$ cat src/rtl/simplebus_reg_slave_if.sv
// Register-bus bundle between a bus master and simplebus_reg_slave.
// Handshake: bus_cmd_valid is a one-cycle strobe with no ready; the slave accepts every strobe at that posedge, and read data appears on bus_rd_data one cycle later, holding until the next read.
interface simplebus_reg_slave_if;
  logic        bus_cmd_valid;
  logic        bus_op;
  logic [15:0] bus_addr;
  logic [15:0] bus_wr_data;
  logic [15:0] bus_rd_data;

  modport master (
    output bus_cmd_valid,
    output bus_op,
    output bus_addr,
    output bus_wr_data,
    input  bus_rd_data
  );

  modport slave (
    input  bus_cmd_valid,
    input  bus_op,
    input  bus_addr,
    input  bus_wr_data,
    output bus_rd_data
  );
endinterface

$ cat src/rtl/simplebus_reg_slave.sv
// Register slave with a byte-stream pass/invert datapath, frame and byte counters.
// dbg_state exposes the frame FSM (0 = IDLE, 1 = FRAME).
module simplebus_reg_slave #(
  parameter logic [15:0] ID_VALUE = 16'h5B01,
  parameter logic [15:0] CTRL_RST = 16'h0002
) (
  input  logic                       clk,
  input  logic                       rst_n,
  simplebus_reg_slave_if.slave       bus,
  input  logic [7:0]                 rxd,
  input  logic                       rx_dv,
  output logic [7:0]                 txd,
  output logic                       tx_en,
  output logic                       dbg_state
);

  typedef enum logic {
    IDLE  = 1'b0,
    FRAME = 1'b1
  } state_t;

  localparam logic [15:0] ADDR_CTRL    = 16'h0000;
  localparam logic [15:0] ADDR_PKT_CNT = 16'h0001;
  localparam logic [15:0] ADDR_BYTE_CNT= 16'h0002;
  localparam logic [15:0] ADDR_ID      = 16'h0003;
  localparam logic [15:0] ADDR_SCRATCH = 16'h0004;

  state_t      state_q, state_d;
  logic [1:0]  ctrl_q;
  logic [15:0] scratch_q;
  logic [15:0] pkt_cnt_q;
  logic [15:0] byte_cnt_q;
  logic        frame_pass_q, frame_inv_q;
  logic        frame_start, frame_end;
  logic        pass_eff, inv_eff;
  logic        wr_en, rd_en;
  logic [15:0] rd_mux;

  assign wr_en = bus.bus_cmd_valid & bus.bus_op;
  assign rd_en = bus.bus_cmd_valid & ~bus.bus_op;

  always_ff @(posedge clk or negedge rst_n) begin
    if (!rst_n) state_q <= IDLE;
    else        state_q <= state_d;
  end

  always_comb begin
    state_d     = state_q;
    frame_start = 1'b0;
    frame_end   = 1'b0;
    case (state_q)
      IDLE: begin
        if (rx_dv) begin
          state_d     = FRAME;
          frame_start = 1'b1;
        end
      end
      FRAME: begin
        if (!rx_dv) begin
          state_d   = IDLE;
          frame_end = 1'b1;
        end
      end
      default: state_d = IDLE;
    endcase
  end

  assign dbg_state = (state_q == FRAME);

  // The first byte uses live CTRL; later bytes use the copy latched at frame start.
  assign pass_eff = frame_start ? ctrl_q[1] : frame_pass_q;
  assign inv_eff  = frame_start ? ctrl_q[0] : frame_inv_q;

  always_ff @(posedge clk or negedge rst_n) begin
    if (!rst_n) begin
      frame_pass_q <= CTRL_RST[1];
      frame_inv_q  <= CTRL_RST[0];
    end else if (frame_start) begin
      frame_pass_q <= ctrl_q[1];
      frame_inv_q  <= ctrl_q[0];
    end
  end

  always_ff @(posedge clk or negedge rst_n) begin
    if (!rst_n) begin
      tx_en <= 1'b0;
      txd   <= 8'h00;
    end else begin
      tx_en <= rx_dv & pass_eff;
      if (rx_dv && pass_eff) txd <= inv_eff ? ~rxd : rxd;
      else                   txd <= 8'h00;
    end
  end

  always_ff @(posedge clk or negedge rst_n) begin
    if (!rst_n) begin
      ctrl_q    <= CTRL_RST[1:0];
      scratch_q <= 16'h0000;
    end else if (wr_en) begin
      if (bus.bus_addr == ADDR_CTRL)    ctrl_q    <= bus.bus_wr_data[1:0];
      if (bus.bus_addr == ADDR_SCRATCH) scratch_q <= bus.bus_wr_data;
    end
  end

  // A clearing write outranks a same-edge increment on both counters.
  always_ff @(posedge clk or negedge rst_n) begin
    if (!rst_n) begin
      pkt_cnt_q  <= 16'h0000;
      byte_cnt_q <= 16'h0000;
    end else begin
      if (wr_en && bus.bus_addr == ADDR_PKT_CNT)   pkt_cnt_q <= 16'h0000;
      else if (frame_end && pkt_cnt_q != 16'hFFFF) pkt_cnt_q <= pkt_cnt_q + 16'h0001;

      if (wr_en && bus.bus_addr == ADDR_BYTE_CNT)  byte_cnt_q <= 16'h0000;
      else if (rx_dv)                              byte_cnt_q <= byte_cnt_q + 16'h0001;
    end
  end

  always_comb begin
    rd_mux = 16'h0000;
    case (bus.bus_addr)
      ADDR_CTRL:     rd_mux = {14'h0000, ctrl_q};
      ADDR_PKT_CNT:  rd_mux = pkt_cnt_q;
      ADDR_BYTE_CNT: rd_mux = byte_cnt_q;
      ADDR_ID:       rd_mux = ID_VALUE;
      ADDR_SCRATCH:  rd_mux = scratch_q;
      default:       rd_mux = 16'h0000;
    endcase
  end

  always_ff @(posedge clk or negedge rst_n) begin
    if (!rst_n)     bus.bus_rd_data <= 16'h0000;
    else if (rd_en) bus.bus_rd_data <= rd_mux;
  end

endmodule

$ cat src/flat_wrapper.sv
// flat-port wrapper written by rule: the top's interface ports become plain ports
module simplebus_reg_slave_flat 
#(
  parameter logic [15:0] ID_VALUE = 16'h5B01,
  parameter logic [15:0] CTRL_RST = 16'h0002
)
  (clk, rst_n, rxd, rx_dv, txd, tx_en, dbg_state, bus_bus_cmd_valid, bus_bus_op, bus_bus_addr, bus_bus_wr_data, bus_bus_rd_data);
  simplebus_reg_slave_if bus_i ();
  input  logic clk;
  input  logic rst_n;
  input  logic [7:0] rxd;
  input  logic rx_dv;
  output logic [7:0] txd;
  output logic tx_en;
  output logic dbg_state;
  input wire logic [$bits(bus_i.bus_cmd_valid)-1:0] bus_bus_cmd_valid;
  input wire logic [$bits(bus_i.bus_op)-1:0] bus_bus_op;
  input wire logic [$bits(bus_i.bus_addr)-1:0] bus_bus_addr;
  input wire logic [$bits(bus_i.bus_wr_data)-1:0] bus_bus_wr_data;
  output wire logic [$bits(bus_i.bus_rd_data)-1:0] bus_bus_rd_data;
  assign bus_i.bus_cmd_valid = bus_bus_cmd_valid;
  assign bus_i.bus_op = bus_bus_op;
  assign bus_i.bus_addr = bus_bus_addr;
  assign bus_i.bus_wr_data = bus_bus_wr_data;
  assign bus_bus_rd_data = bus_i.bus_rd_data;
  simplebus_reg_slave #(.ID_VALUE(ID_VALUE), .CTRL_RST(CTRL_RST)) u_core (.clk(clk), .rst_n(rst_n), .bus(bus_i), .rxd(rxd), .rx_dv(rx_dv), .txd(txd), .tx_en(tx_en), .dbg_state(dbg_state));
endmodule
$ cat config.mk
export PLATFORM = sky130hd
export DESIGN_NAME = simplebus_reg_slave_flat
export DESIGN_NICKNAME = d
export VERILOG_FILES = /design/src/rtl/simplebus_reg_slave_if.sv /design/src/rtl/simplebus_reg_slave.sv /design/src/flat_wrapper.sv
export SDC_FILE = /design/constraint.sdc
export NUM_CORES = 1
export LEC_CHECK = 0
export BUFFER_PORTS_ARGS = -buffer_cell sky130_fd_sc_hd__buf_2
export CAP_MARGIN = 20
export CORE_ASPECT_RATIO = 1.5
export CORE_MARGIN = 2
export CORE_UTILIZATION = 59
export CTS_BUF_LIST = sky130_fd_sc_hd__clkbuf_4 sky130_fd_sc_hd__clkbuf_8 sky130_fd_sc_hd__clkbuf_16
export DETAILED_ROUTE_END_ITERATION = 12
export HOLD_SLACK_MARGIN = 0.08
export PLACE_DENSITY = 0.84
export SYNTH_ARGS = -nofsm -noshare
export SYNTH_HDL_FRONTEND = slang
export SYNTH_SLANG_ARGS = --single-unit
$ cat constraint.sdc
create_clock -name clk -period 3.9 [get_ports clk]
set_clock_uncertainty 0.2 [all_clocks]
set_input_delay 0.39 -clock clk [delete_from_list [all_inputs] [get_ports clk]]
set_output_delay 0.39 -clock clk [all_outputs]
set_load 0.01 [all_outputs]
Yosys cells after proc, flatten, opt, wreduce, memory -nomap -nowiden

Index checks and enable logic that the tools add are counted.

Register bits after elaboration: 78
Input bits: 45
Output and inout bits: 26
Logic and storage cells: 44

$add $sub $neg: 2
Equal/unequal tests: 5
Multiplexer cells: 13
Bitwise logic cells: 5
Reduce and logical (&&, ||, !) cells: 9

Operators by type and width:

| cell                                                             | number |
|---|---|
| 16-bit one-hot mux with 5 select lines                           | 1 |
| 16-bit 2-to-1 mux                                                | 4 |
| 16-bit by 1-bit adder with 16-bit output, second input constant  | 2 |
| 16-bit by 2-bit == test with 1-bit output, second input constant | 2 |
| 16-bit by 1-bit == test with 1-bit output, second input constant | 1 |
| 16-bit by 3-bit == test with 1-bit output, second input constant | 1 |
| 16-bit zero test                                                 | 1 |
| 8-bit 2-to-1 mux                                                 | 2 |
| 16-bit inequality test, second input constant                    | 1 |
| 8-bit NOT                                                        | 1 |
| 1-bit 2-to-1 mux                                                 | 6 |
| 1-bit logical AND                                                | 4 |
| 2-bit AND reduction                                              | 2 |
| 2-bit nonzero test                                               | 2 |
| 1-bit bitwise AND                                                | 3 |
| 1-bit NOT                                                        | 1 |

Longest topological paths before layout

Word-level depth: 5
Depth in mapped cells: 8
Depth with buffers taken out: 6

Least setup slack after synthesis

Ideal clock, no wire load.

Kind: input port to flip-flop
Start point: in bus_bus_addr[1]
End point: reg u_core.scratch_q[10]
Library setup time: 0.125 ns
Data arrival time: 2.311 ns
Data required time: 3.575 ns
Path slack: 1.264 ns
Cell stages on the path: 7
Buffers on the path: 3
Cell sequence: clkbuf_1 or4b_2 nor4_4 nor2b_1 buf_4 buf_6 mux2_2

Word-level cells in the longest chain between the ends: 2

RTL lines:

| item                                      | line                       | RTL |
|---|---|---|
| start: declaration                        | flat_wrapper.sv:18         | `input wire logic [$bits(bus_i.bus_addr)-1:0] bus_bus_addr;` |
| 16-bit by 3-bit == test with 1-bit output | simplebus_reg_slave.sv:101 | `if (bus.bus_addr == ADDR_SCRATCH) scratch_q <= bus.bus_wr_data;` |
| 2-bit AND reduction (no source line)      | --                         |  |
| end signal: assignment                    | simplebus_reg_slave.sv:101 |  |
| end: declaration                          | simplebus_reg_slave.sv:30  | `logic [15:0] scratch_q;` |

Every way passes these cells.
A chain may end at the register's enable or synchronous reset.

Worst setup path after layout

Start point: in bus_bus_addr[0]
End point: reg u_core.scratch_q[9]

Same word-level chain as after synthesis.

==> results.txt <==
initial antenna violation count: 0
# setup viols final: 0
worst hold path depth: 2
fin nets: 479
GRT Overall Usage: 27.6%
hold path start: bus_bus_wr_data[7]
leak pwr: 2.14 nW
peak supply drop: 0.418 mV
Root Driver: clkbuf_8
placed cell area: 4140 sq um
CP required: 3.93 ns
most frequent cell after synthesis: dfrtp_1
wire per inst: 17.1 um
Synth area leaders: dfrtp_1 51%, xor2_1 5.6%, nor2_1 5.5%
Most Crowded Layer GR: met2
Setup crit start kind: input pin
RSZ-0062 raised after global routing: no
top_reg_cell synth: dfrtp_1
DR DRC count: 0
reg-to-reg startpoint: u_core.byte_cnt_q[0]$_DFFE_PN0P_
Total Power: 1.88 mW
1st-iter DRT viols: 268
htree depth: 3
Buffers on Ports: 70
post-synthesis register bit count: 78
Clk Latency, worst-skew pair: 0.36 ns
Setup crit end kind: flip-flop
Max-Cap Viols: 0
setup TNS: 0 ns
Min Clock Period, post-route: 2.59 ns
die area: 7000 sq um
Power Dens Cells: 418 nW/um^2
Placer Congestion: 0.826
row count: 35
Max-slew headroom: 29.6%
vias in the first global route: 3022
final worst slack: 1.31 ns
Ant. Diodes: 0
ys async rst share: 100%
register area share after synthesis: 52.3%
hold slack: 0.0845 ns
final instance area: 4500 sq um
Max Freq: 0.387 GHz
Crit Path Max Fanout: 14
Clock transition at path regs: 0.09 ns
synthesized net count: 395
Worst EP arrival: 2.62 ns
Yosys warnings: 0
Post-synth top cells: 76 x dfrtp_1, 55 x nor2_1, 24 x xor2_1, 22 x a22oi_1
met2 usage: 44.8%
terminus of the critical flop-to-flop path: u_core.byte_cnt_q[10]$_DFFE_PN0P_
Slew @ Worst Pin: 1.03 ns
DRT Pass-1 Iters: 5
post-synthesis cell count: 348
Final Hold Viols: 0
GRT met3 Usage: 6.11%
Initial Util: 61.0%
GR Overflow Total: 0
die height: 101 um
area growth from synthesis to layout: 20.3%
Mapped Area: 3740 sq um
Num CTS Buffers: 9
Synth cell types: 44
die width: 69.0 um
CTS tree: yes
largest net degree at the start of global routing: 79
IO Count: 71
fillers: 434
area leader, netlist: dfrtp_1
crit share post-route: 66.3%
core footprint: 6130 sq um
total number of vias: 2997
Final Max Tran Viols: 0
fraction of layout cells with a size suffix above 1: 27.2%
Antenna Nets Post-Route: 0
flop2flop setup slack: 1.76 ns
Synth Area per Inst: 10.7 sq um
non-filler instance count after layout: 511
cts repair resizes: 0
Clock Path Buffers: 2
clock sink total: 78
status: finished, final reports clean
final core utilization: 73.4%
Post-Place Cells: 482
Hold Crit Class: input pin to flip-flop
worst hold path endpoint: u_core.scratch_q[7]$_DFFE_PN0P_
Synth top area share: 50.9%
EDFF count, synth: 0
final WL: 8750 um
DPL Wire Length: 5970 um
first-pass GRT wire length: 14200 um
met1 Use GR: 34.8%
Placement Setup Slack: 1.00 ns
crit path kind: input pin to flip-flop
R2R cell count: 6
vias per cell: 5.86
[report_power, final]
group	total [mW]	internal [mW]	switching (mW)
clock	0.697	0.395	0.301
combinational	0.226	0.111	0.115
sequential	0.960	0.870	0.0893
[critical path: stages]
cell	delay, ns
buf_2	0.20
or4b_2	0.72
nor4_4	0.18
nor2b_1	0.44
buf_4	0.31
mux2_2	0.38
[kinds of logic after synthesis]
family                     share of synthesized area (%)
muxes                                               6.69
DFF                                                 52.3
adders and majority gates                          0.669
buffers and inverters                               1.94
xor gates and xnor gates                            8.90
AOI/OAI and AO/OA                                   9.91
and+or+nand+nor                                     19.6
[per-layer routing]
metal	share of wire (%)	vias up
li1	-	1402
met1	40	1483
met2	53	88
met3	3.9	24
met4	3.1	0
met5	0	-
[sequential cells by signal, indices dropped and copies added (netlist names)]
| register | cells |
|---|---|
| u_core.bus.bus_rd_data | 16 |
| u_core.frame_pass_q | 1 |
| u_core.dbg_state | 1 |
| u_core.byte_cnt_q | 16 |
| u_core.ctrl_q | 2 |
| u_core.pkt_cnt_q | 16 |
| u_core.scratch_q | 16 |
| u_core.txd | 8 |
| u_core.tx_en | 1 |
| u_core.frame_inv_q | 1 |
[timing repair]
item / in CTS / in global routing
setup buffers: 0 / 0
hold buffers: 12 / 0
hold endpoints to repair: 87 / 0
[worst max path at each step]
stage / startpoint / to / slack, ns / cells after the start
after floorplan: bus_bus_addr[1] / u_core.scratch_q[10]$_DFFE_PN0P_ / 1.26 / 7
after global placement: bus_bus_addr[9] / u_core.byte_cnt_q[10]$_DFFE_PN0P_ / 1.07 / 5
after detailed placement: bus_bus_addr[0] / u_core.scratch_q[10]$_DFFE_PN0P_ / 1.00 / 6
after CTS: bus_bus_addr[0] / u_core.scratch_q[5]$_DFFE_PN0P_ / 1.36 / 6
after global routing: bus_bus_addr[0] / u_core.scratch_q[9]$_DFFE_PN0P_ / 1.22 / 6
final: bus_bus_addr[0] / u_core.scratch_q[9]$_DFFE_PN0P_ / 1.31 / 6
[final cells by class]
type                            instances  area (sq um)  area share (%)
Clock inverter                          5          81.3            1.81
Tap cell                               74          92.6            2.06
Clock buffer                           11           151            3.36
Multi-Input combinational cell        254          1710            38.0
Inverter                                4          15.0           0.334
Sequential cell                        78          1950            43.4
Timing Repair Buffer                   85           493            11.0
[placed cells by master (no fill, tap or decap), types with 3 or more instances in the layout]
master and n:
nor4b_1 3, dlygate4sd3_1 12, a2bb2oi_1 6, nor2b_1 5, or4_4 4, a21oi_1 3
o21ai_0 21, nor2_1 55, nand4_1 10, mux2_2 16, nand2b_1 4, xnor2_1 14
and3_1 4, xor2_1 24, mux2i_1 4, buf_2 69, inv_1 4, buf_4 3
nand3_1 9, nand2_1 21, clkbuf_8 11, a22oi_1 22, dfrtp_1 76, nor4_1 3
(Power assumes the default switching activity.)
